**src/rtl/mux_arb_nto1_if.sv**
```systemverilog
// mux_arb_nto1_if: channel/consumer handshake bundle for mux_arb_nto1.
// Carries lock_i only when MUX_ARB_LOCK_EN is defined.
interface mux_arb_nto1_if #(
    parameter int size = 32,
    parameter int NUM_CH = 4,
    parameter int SEL_W = 2
);
    logic [NUM_CH*size-1:0] data_i;
    logic [NUM_CH-1:0]      valid_i;
    logic [NUM_CH-1:0]      ready_o;
    logic [size-1:0]        data_o;
    logic                   valid_o;
    logic                   ready_i;
    logic [SEL_W-1:0]       grant_o;
`ifdef MUX_ARB_LOCK_EN
    logic                   lock_i;
    modport slave (input data_i, valid_i, ready_i, lock_i, output ready_o, data_o, valid_o, grant_o);
    modport master (output data_i, valid_i, ready_i, lock_i, input ready_o, data_o, valid_o, grant_o);
`else
    modport slave (input data_i, valid_i, ready_i, output ready_o, data_o, valid_o, grant_o);
    modport master (output data_i, valid_i, ready_i, input ready_o, data_o, valid_o, grant_o);
`endif
endinterface

```
**src/rtl/mux_arb_nto1.sv**
```systemverilog
// mux_arb_nto1: N-to-1 registered channel mux with fixed-priority or round-robin arbitration.
// Define MUX_ARB_LOCK_EN to add lock_i, which pins the grant to the last transferred channel.
module mux_arb_nto1 #(
    parameter int size = 32,
    parameter int NUM_CH = 4,
    parameter int SEL_W = 2,
    parameter int RR_MODE = 1
) (
    input logic           clk_i,
    input logic           rst_i,
    mux_arb_nto1_if.slave bus
);
    logic [SEL_W-1:0] last, pick, winner;
    logic             can_load, xfer;
    // Descending scan so the earliest channel in search order overrides later ones.
    always_comb begin
        pick = last;
        for (int i = NUM_CH - 1; i >= 0; i--)
            if (bus.valid_i[(RR_MODE != 0 ? int'(last) + 1 + i : i) % NUM_CH])
                pick = SEL_W'((RR_MODE != 0 ? int'(last) + 1 + i : i) % NUM_CH);
    end
`ifdef MUX_ARB_LOCK_EN
    logic locked;
    assign winner = locked ? last : pick;
    always_ff @(posedge clk_i) begin
        if (!rst_i) locked <= 1'b0;
        else if (xfer) locked <= bus.lock_i;
    end
`else
    assign winner = pick;
`endif
    assign can_load = !bus.valid_o | bus.ready_i;
    for (genvar k = 0; k < NUM_CH; k++)
        assign bus.ready_o[k] = rst_i & can_load & bus.valid_i[k] & (winner == SEL_W'(k));
    assign xfer = |bus.ready_o;
    always_ff @(posedge clk_i) begin
        if (!rst_i) begin
            bus.valid_o <= 1'b0;
            bus.data_o  <= '0;
            bus.grant_o <= '0;
            last        <= SEL_W'(NUM_CH - 1);
        end else if (xfer) begin
            bus.valid_o <= 1'b1;
            bus.data_o  <= bus.data_i[int'(winner)*size +: size];
            bus.grant_o <= winner;
            last        <= winner;
        end else if (bus.ready_i) begin
            bus.valid_o <= 1'b0;
        end
    end
endmodule

```
**src/flat_wrapper.sv**
```systemverilog
// flat-port wrapper written by rule: the top's interface ports become plain ports
module mux_arb_nto1_flat 
#(
    parameter int size = 32,
    parameter int NUM_CH = 4,
    parameter int SEL_W = 2,
    parameter int RR_MODE = 1
)
  (clk_i, rst_i, bus_data_i, bus_valid_i, bus_ready_i, bus_ready_o, bus_data_o, bus_valid_o, bus_grant_o);
  mux_arb_nto1_if #(.size(size), .NUM_CH(NUM_CH), .SEL_W(SEL_W)) bus_i ();
  input logic clk_i;
  input logic rst_i;
  input wire logic [$bits(bus_i.data_i)-1:0] bus_data_i;
  input wire logic [$bits(bus_i.valid_i)-1:0] bus_valid_i;
  input wire logic [$bits(bus_i.ready_i)-1:0] bus_ready_i;
  output wire logic [$bits(bus_i.ready_o)-1:0] bus_ready_o;
  output wire logic [$bits(bus_i.data_o)-1:0] bus_data_o;
  output wire logic [$bits(bus_i.valid_o)-1:0] bus_valid_o;
  output wire logic [$bits(bus_i.grant_o)-1:0] bus_grant_o;
  assign bus_i.data_i = bus_data_i;
  assign bus_i.valid_i = bus_valid_i;
  assign bus_i.ready_i = bus_ready_i;
  assign bus_ready_o = bus_i.ready_o;
  assign bus_data_o = bus_i.data_o;
  assign bus_valid_o = bus_i.valid_o;
  assign bus_grant_o = bus_i.grant_o;
  mux_arb_nto1 #(.size(size), .NUM_CH(NUM_CH), .SEL_W(SEL_W), .RR_MODE(RR_MODE)) u_core (.clk_i(clk_i), .rst_i(rst_i), .bus(bus_i));
endmodule
```
**config.mk**
```make
export PLATFORM = sky130hd
export DESIGN_NAME = mux_arb_nto1_flat
export DESIGN_NICKNAME = d
export VERILOG_FILES = /design/src/rtl/mux_arb_nto1_if.sv /design/src/rtl/mux_arb_nto1.sv /design/src/flat_wrapper.sv
export SDC_FILE = /design/constraint.sdc
export NUM_CORES = 1
export LEC_CHECK = 0
export CAP_MARGIN = 20
export CORE_MARGIN = 1
export CORE_UTILIZATION = 60
export DETAILED_ROUTE_END_ITERATION = 10
export DONT_BUFFER_PORTS = 1
export GPL_TIMING_DRIVEN = 0
export PLACE_DENSITY = 0.76
export SYNTH_ARGS = -nofsm -noshare
export SYNTH_HDL_FRONTEND = slang
export SYNTH_SLANG_ARGS = --single-unit
```
**constraint.sdc**
```tcl
create_clock -name clk_i -period 3 [get_ports clk_i]
set_input_delay 0.45 -clock clk_i [delete_from_list [all_inputs] [get_ports clk_i]]
set_output_delay 0.45 -clock clk_i [all_outputs]
set_load 0.02 [all_outputs]
```
* Word level (Yosys, flattened, before mapping)
Cells that the tools add are included.
** Storage, ports and cells
- Register bits :: 37
- Input bits :: 135
** Cells by class
- Add/sub/neg operators :: 4
- Magnitude comparators :: 4
- Eq/ne operators :: 3
- Shifts and indexed selects :: 1
- Muxes and demuxes :: 18
- Bitwise gates (word level) :: 14
- Reductions and logical operators :: 8
** Operators by type and width (number)
- $shiftx A128 B8 Y32 :: 1
- $lt A3 B4 Y1 const B :: 4
- $mux W1 :: 10
- $and A1 B1 Y1 :: 9
- $bmux W1 S2 :: 4
- $mux W2 :: 4
- $reduce_or A2 Y1 :: 4
- $add A2 B1 Y2 const B :: 2
- $add A2 B2 Y2 const B :: 2
- $and A1 B1 Y1 const A :: 4
- $eq A2 B2 Y1 const B :: 2
- $reduce_or A4 Y1 :: 1
- $eq A2 B1 Y1 const B :: 1
- $logic_not A2 Y1 :: 1
- $reduce_bool A2 Y1 :: 1
- $logic_not A1 Y1 :: 1
- $or A1 B1 Y1 :: 1

* Depth between registers and ports, before layout
- Depth after elaboration :: 15
- Mapped depth :: 7
- Depth with buffers taken out :: 5

* Worst setup path after synthesis
OpenSTA, ideal clock, no wires.
- Path type :: input to output
- From :: input bus_valid_i[0]
- To :: output bus_ready_o[2]
- Data arrival time :: 1634 ps
- Setup slack :: 916 ps
- Cell stages on the path :: 7
- Path through :: nor2_1 -> nand3b_1 -> nand2_1 -> buf_4 -> buf_2 -> nor2_1 -> and3_1
** On the way
- Cells in the longest elaborated chain, start to end :: 9
- Elaborated cells on any way between the ends :: 18
- Those cells by class :: 1 x eq/ne; 16 x mux; 1 x bitwise
** Ends and longest elaborated chain
- from (decl) :: RTL line flat_wrapper.sv:14 : input wire logic [$bits(bus_i.valid_i)-1:0] bus_valid_i;
- $bmux W1 S2 :: RTL line mux_arb_nto1.sv:19 : if (bus.valid_i[(RR_MODE != 0 ? int'(last) + 1 + i : i) % NUM_CH])
- $mux W1 (2 in series) :: RTL line mux_arb_nto1.sv:19
- $mux W2 (3 in series) :: RTL line mux_arb_nto1.sv:19
- $mux W2 * :: RTL line mux_arb_nto1.sv:19
- $eq A2 B2 Y1 * :: RTL line mux_arb_nto1.sv:34 : assign bus.ready_o[k] = rst_i & can_load & bus.valid_i[k] & (winner == SEL_W'(k));
- $and A1 B1 Y1 * :: RTL line mux_arb_nto1.sv:34
- to (decl) :: RTL line flat_wrapper.sv:16 : output wire logic [$bits(bus_i.ready_o)-1:0] bus_ready_o;
Mark *: on every way between the ends. The rest lies on a longest branch, timed or not. The select of a mux whose other input is x is not followed.

* Final worst setup path
- From :: register u_core.last[0]
- To :: output bus_ready_o[2]
** On the way
- Cells in the longest elaborated chain, start to end :: 11
- Elaborated cells on any way between the ends :: 22
- Those cells by class :: 4 x add/sub; 1 x eq/ne; 16 x mux; 1 x bitwise
** Ends and longest elaborated chain
- from (decl) :: RTL line mux_arb_nto1.sv:13 : logic [SEL_W-1:0] last, pick, winner;
- from (signal assigned) :: RTL line mux_arb_nto1.sv:41 : last <= SEL_W'(NUM_CH - 1);
- from (signal assigned) :: RTL line mux_arb_nto1.sv:46 : last <= winner;
- $add A2 B1 Y2 :: RTL line mux_arb_nto1.sv:19, mux_arb_nto1.sv:20
- $add A2 B2 Y2 :: RTL line mux_arb_nto1.sv:19
- $bmux W1 S2 :: RTL line mux_arb_nto1.sv:19
- $mux W1 (2 in series) :: RTL line mux_arb_nto1.sv:19
- $mux W2 (3 in series) :: RTL line mux_arb_nto1.sv:19
- $mux W2 * :: RTL line mux_arb_nto1.sv:19
- $eq A2 B2 Y1 * :: RTL line mux_arb_nto1.sv:34
- $and A1 B1 Y1 * :: RTL line mux_arb_nto1.sv:34
Marks and branches as above.

==> run_results.csv <==
group,metric,value,unit
logic_synthesis,synth-seq-cells,37,
worst_hold_path,hold_depth,2,
floorplan,coreArea,0.00435,mm^2
logic_synthesis,avgSynthCellArea,8.73,um^2
critical_path,cp_slowest_stage_delay,450,ps
placement,gp_congestion,0.808,
power_and_ir_drop,pwr-share-clk,0.224,
status,status,"complete, no violations",
route,drcViolationCount,0,
clock_network,cts.htree.levels,2,
flow_run,cap_viol_max_count,0,
critical_path,r2r-start,"u_core.bus.valid_o",
clock_network,cts_tree,"built",
timing,whs,377,ps
clock_network,postCtsHoldBufs,0,
critical_path,reg2regPathDepth,6,
cells_and_area,regArea,741,um^2
global_route,grt_pass1_wl,12.3,mm
clock_network,cts_resized,0,
critical_path,crit_path_top_delay_cell,"dfxtp_1",
floorplan,dieHeight,69.2,um
logic_synthesis,netlist_area,0.00271,mm^2
route,firstDrtPassIters,4,
clock_network,clkSinkCount,37,
logic_synthesis,postSynthCellCount,310,
logic_synthesis,synth-adder-area-share,0,
clock_network,cts_max_path_buffers,2,
logic_synthesis,synth-simple-area-share,0.248,
timing,drv_slew,0,
critical_path,start_kind,"register",
cells_and_area,area_growth,5.59,%
global_route,grt_pass1_vias,2508,
critical_path,cp-end-kind,"primary output",
logic_synthesis,synthMuxAreaShare,0,
critical_path,worstPathRequired,2550,ps
logic_synthesis,yosysSeqAreaShare,0.274,
cells_and_area,nets,452,
floorplan,rows,24,
logic_synthesis,ys_types,29,
critical_path,cp_max_fo,10,
logic_synthesis,synth_compound_area_frac,0.399,
critical_path,path_cells,"or2b_1 -> nand3b_1 -> nand2_1 -> buf_4 -> buf_2 -> nor2_1 -> and3_1",
global_route,grt_max_degree,11,
floorplan,num_io_pins,174,
floorplan,start_util,0.622,
worst_hold_path,hp-start,"bus_ready_i",
logic_synthesis,synth_edf_count,0,
logic_synthesis,yosys-top-cells-area,"dfxtp_1 (27%), and3_1 (16%), a211oi_2 (12%), a211oi_1 (11%), o31ai_2 (9.2%)",
logic_synthesis,synth_xor_area_frac,0,
power_and_ir_drop,p_leak,1.17,nW
critical_path,crit_type,"register to primary output",
logic_synthesis,synth_top_family_by_area,"compound AO/OA/AOI/OAI gates",
logic_synthesis,syn-num-nets,445,
route,first_iter_violations,139,
cells_and_area,antenna_cells,0,
clock_network,cts_root_buf,"clkbuf_8",
cells_and_area,multiInputGateArea,0.00175,mm^2
logic_synthesis,synth_most_common_cell,"and3_1",
critical_path,r2r_end,"u_core.bus.data_o[25]",
global_route,grt_antenna_before_repair,0,
floorplan,die_w,69.2,um
route,ant_nets,0,
timing,skew,4.49,ps
route,vias_per_cell,7.09,
power_and_ir_drop,swShare,0.393,
logic_synthesis,async_reset_ff_frac,0,
cells_and_area,drive_above_1_share,0.259,
clock_network,cts_buffers,5,
clock_network,cts_setup_buffers,0,
timing,tns,0,ps
placement,port_buffers,0,
timing,worst_slew_pin_slew,695,ps
power_and_ir_drop,finalPower,0.00159,W
floorplan,die_area,0.00479,mm^2
global_route,grt_overflow_total,0,
timing,setup_viol,0,
worst_hold_path,hold_class,"input pin to register",
global_route,grt_use_total,0.319,
power_and_ir_drop,intPower,0.000966,W
timing,post-route-period-util,0.849,
timing,layout_min_cycle_time,2550,ps
critical_path,arrival,2100,ps
timing,fmaxAchievable,393,MHz
clock_network,path_clk_slew,70,ps
worst_hold_path,worstHoldEndpoint,"u_core.bus.valid_o",
logic_synthesis,synth_top_area_frac,0.274,
power_and_ir_drop,p_seq_frac,0.452,
logic_synthesis,ys_top_cells_by_count,"and3_1 (68), a211oi_1 (38), dfxtp_1 (37)",
power_and_ir_drop,combPwrFrac,0.324,
route,routed_wl,7.87,mm
clock_network,clock_latency,290,ps
route,vias,2617,
critical_path,reg2reg_slack,1010,ps
timing,grt_setup_unrepaired,"no",
cells_and_area,num-fill-cells,400,
power_and_ir_drop,power_switching,0.000627,W
logic_synthesis,yosys.area.top_type,"dfxtp_1",
timing,max_slew_margin,0.537,
placement,dpl.hpwl,5.77,mm
route,wl_per_cell,21.3,um
power_and_ir_drop,power_density,557,mW/mm^2
logic_synthesis,synth_flop_cell,"dfxtp_1",
timing,finalHoldViolCount,0,
logic_synthesis,synth_warnings,0,
power_and_ir_drop,ir_drop,0.336,mV
-- placed cells by master, fill, tap and decap left out, drive strengths merged --
| cell | instances |
|---|---|
| and3 | 68 |
| a211oi | 64 |
| dfxtp | 37 |
| nand3 | 33 |
| o31ai | 32 |
| buf | 27 |
| clkbuf | 20 |
| nor2 | 7 |
| o21ai | 7 |
| a21oi | 6 |
| nand2b | 3 |
| inv | 2 |
| nand2 | 2 |
| or2b | 1 |
| a221oi | 1 |
| nand3b | 1 |
| nor2b | 1 |
| o21bai | 1 |
| a221o | 1 |
| a21o | 1 |
| a31oi | 1 |
| or3 | 1 |
-- power by group through the flow --
stage                     clock network, W  logic, W  registers, W
after floorplan                          0  0.000424      0.000711
after global placement                   0  0.000507      0.000729
after detailed placement                 0  0.000516      0.000730
after CTS                         0.000355  0.000518      0.000719
after global routing              0.000380  0.000568      0.000725
final                             0.000357  0.000516      0.000720
-- through the flow --
step | cells | worst slack (ps) | instance area, um^2 | util
after floorplan | 310 | 916 | 2710 | -
after global placement | 362 | 640 | 2770 | 0.637
after detailed placement | 362 | 615 | 2770 | 0.637
after CTS | 369 | 460 | 2860 | 0.657
after global routing | 369 | 359 | 2860 | 0.657
final | 369 | 452 | 2860 | 0.657
-- cell families after synthesis --
logic type             count (synthesis)
AO/OA/AOI/OAI                        114
AND/OR/NAND/NOR                      117
flip-flops                            37
buffers and inverters                 42
-- registers in the layout, summed over array words and instances, names as in the netlist --
signal / flops
u_core.bus.data_o: 32
u_core.bus.grant_o: 2
u_core.bus.valid_o: 1
u_core.last: 2
-- worst max path at each step --
stage | from | endpoint | slack, ps
3_5_place_dp | bus_valid_i[0] | bus_ready_o[2] | 620
4_1_cts | u_core.last[0] | bus_ready_o[2] | 460
3_3_place_gp | bus_valid_i[0] | bus_ready_o[3] | 640
5_1_grt | u_core.last[0] | bus_ready_o[3] | 360
6_report | u_core.last[0] | bus_ready_o[2] | 450
2_1_floorplan | bus_valid_i[0] | bus_ready_o[2] | 920
-- routing by layer --
metal,GRT usage,part of all wire,routed length (um)
met1,0.384,0.39,3090
met2,0.539,0.51,4030
met3,0.0814,0.075,588
met4,0.127,0.021,166
met5,0,0,0
-- layout make-up --
cell class                 instances  area share
sequential                        37       0.259
clock buffer                       7      0.0302
inverter                           2     0.00263
tap                               52      0.0228
buffer                            40      0.0726
multi-input combinational        231       0.613
-- worst max-delay path: cells and delay by family, from the launching register on --
family / cells / cell delay, ps
simple gates: 5 / 860
buf+inv: 2 / 490
flops: 1 / 450
Note: power is estimated with default switching activity, not from simulation.
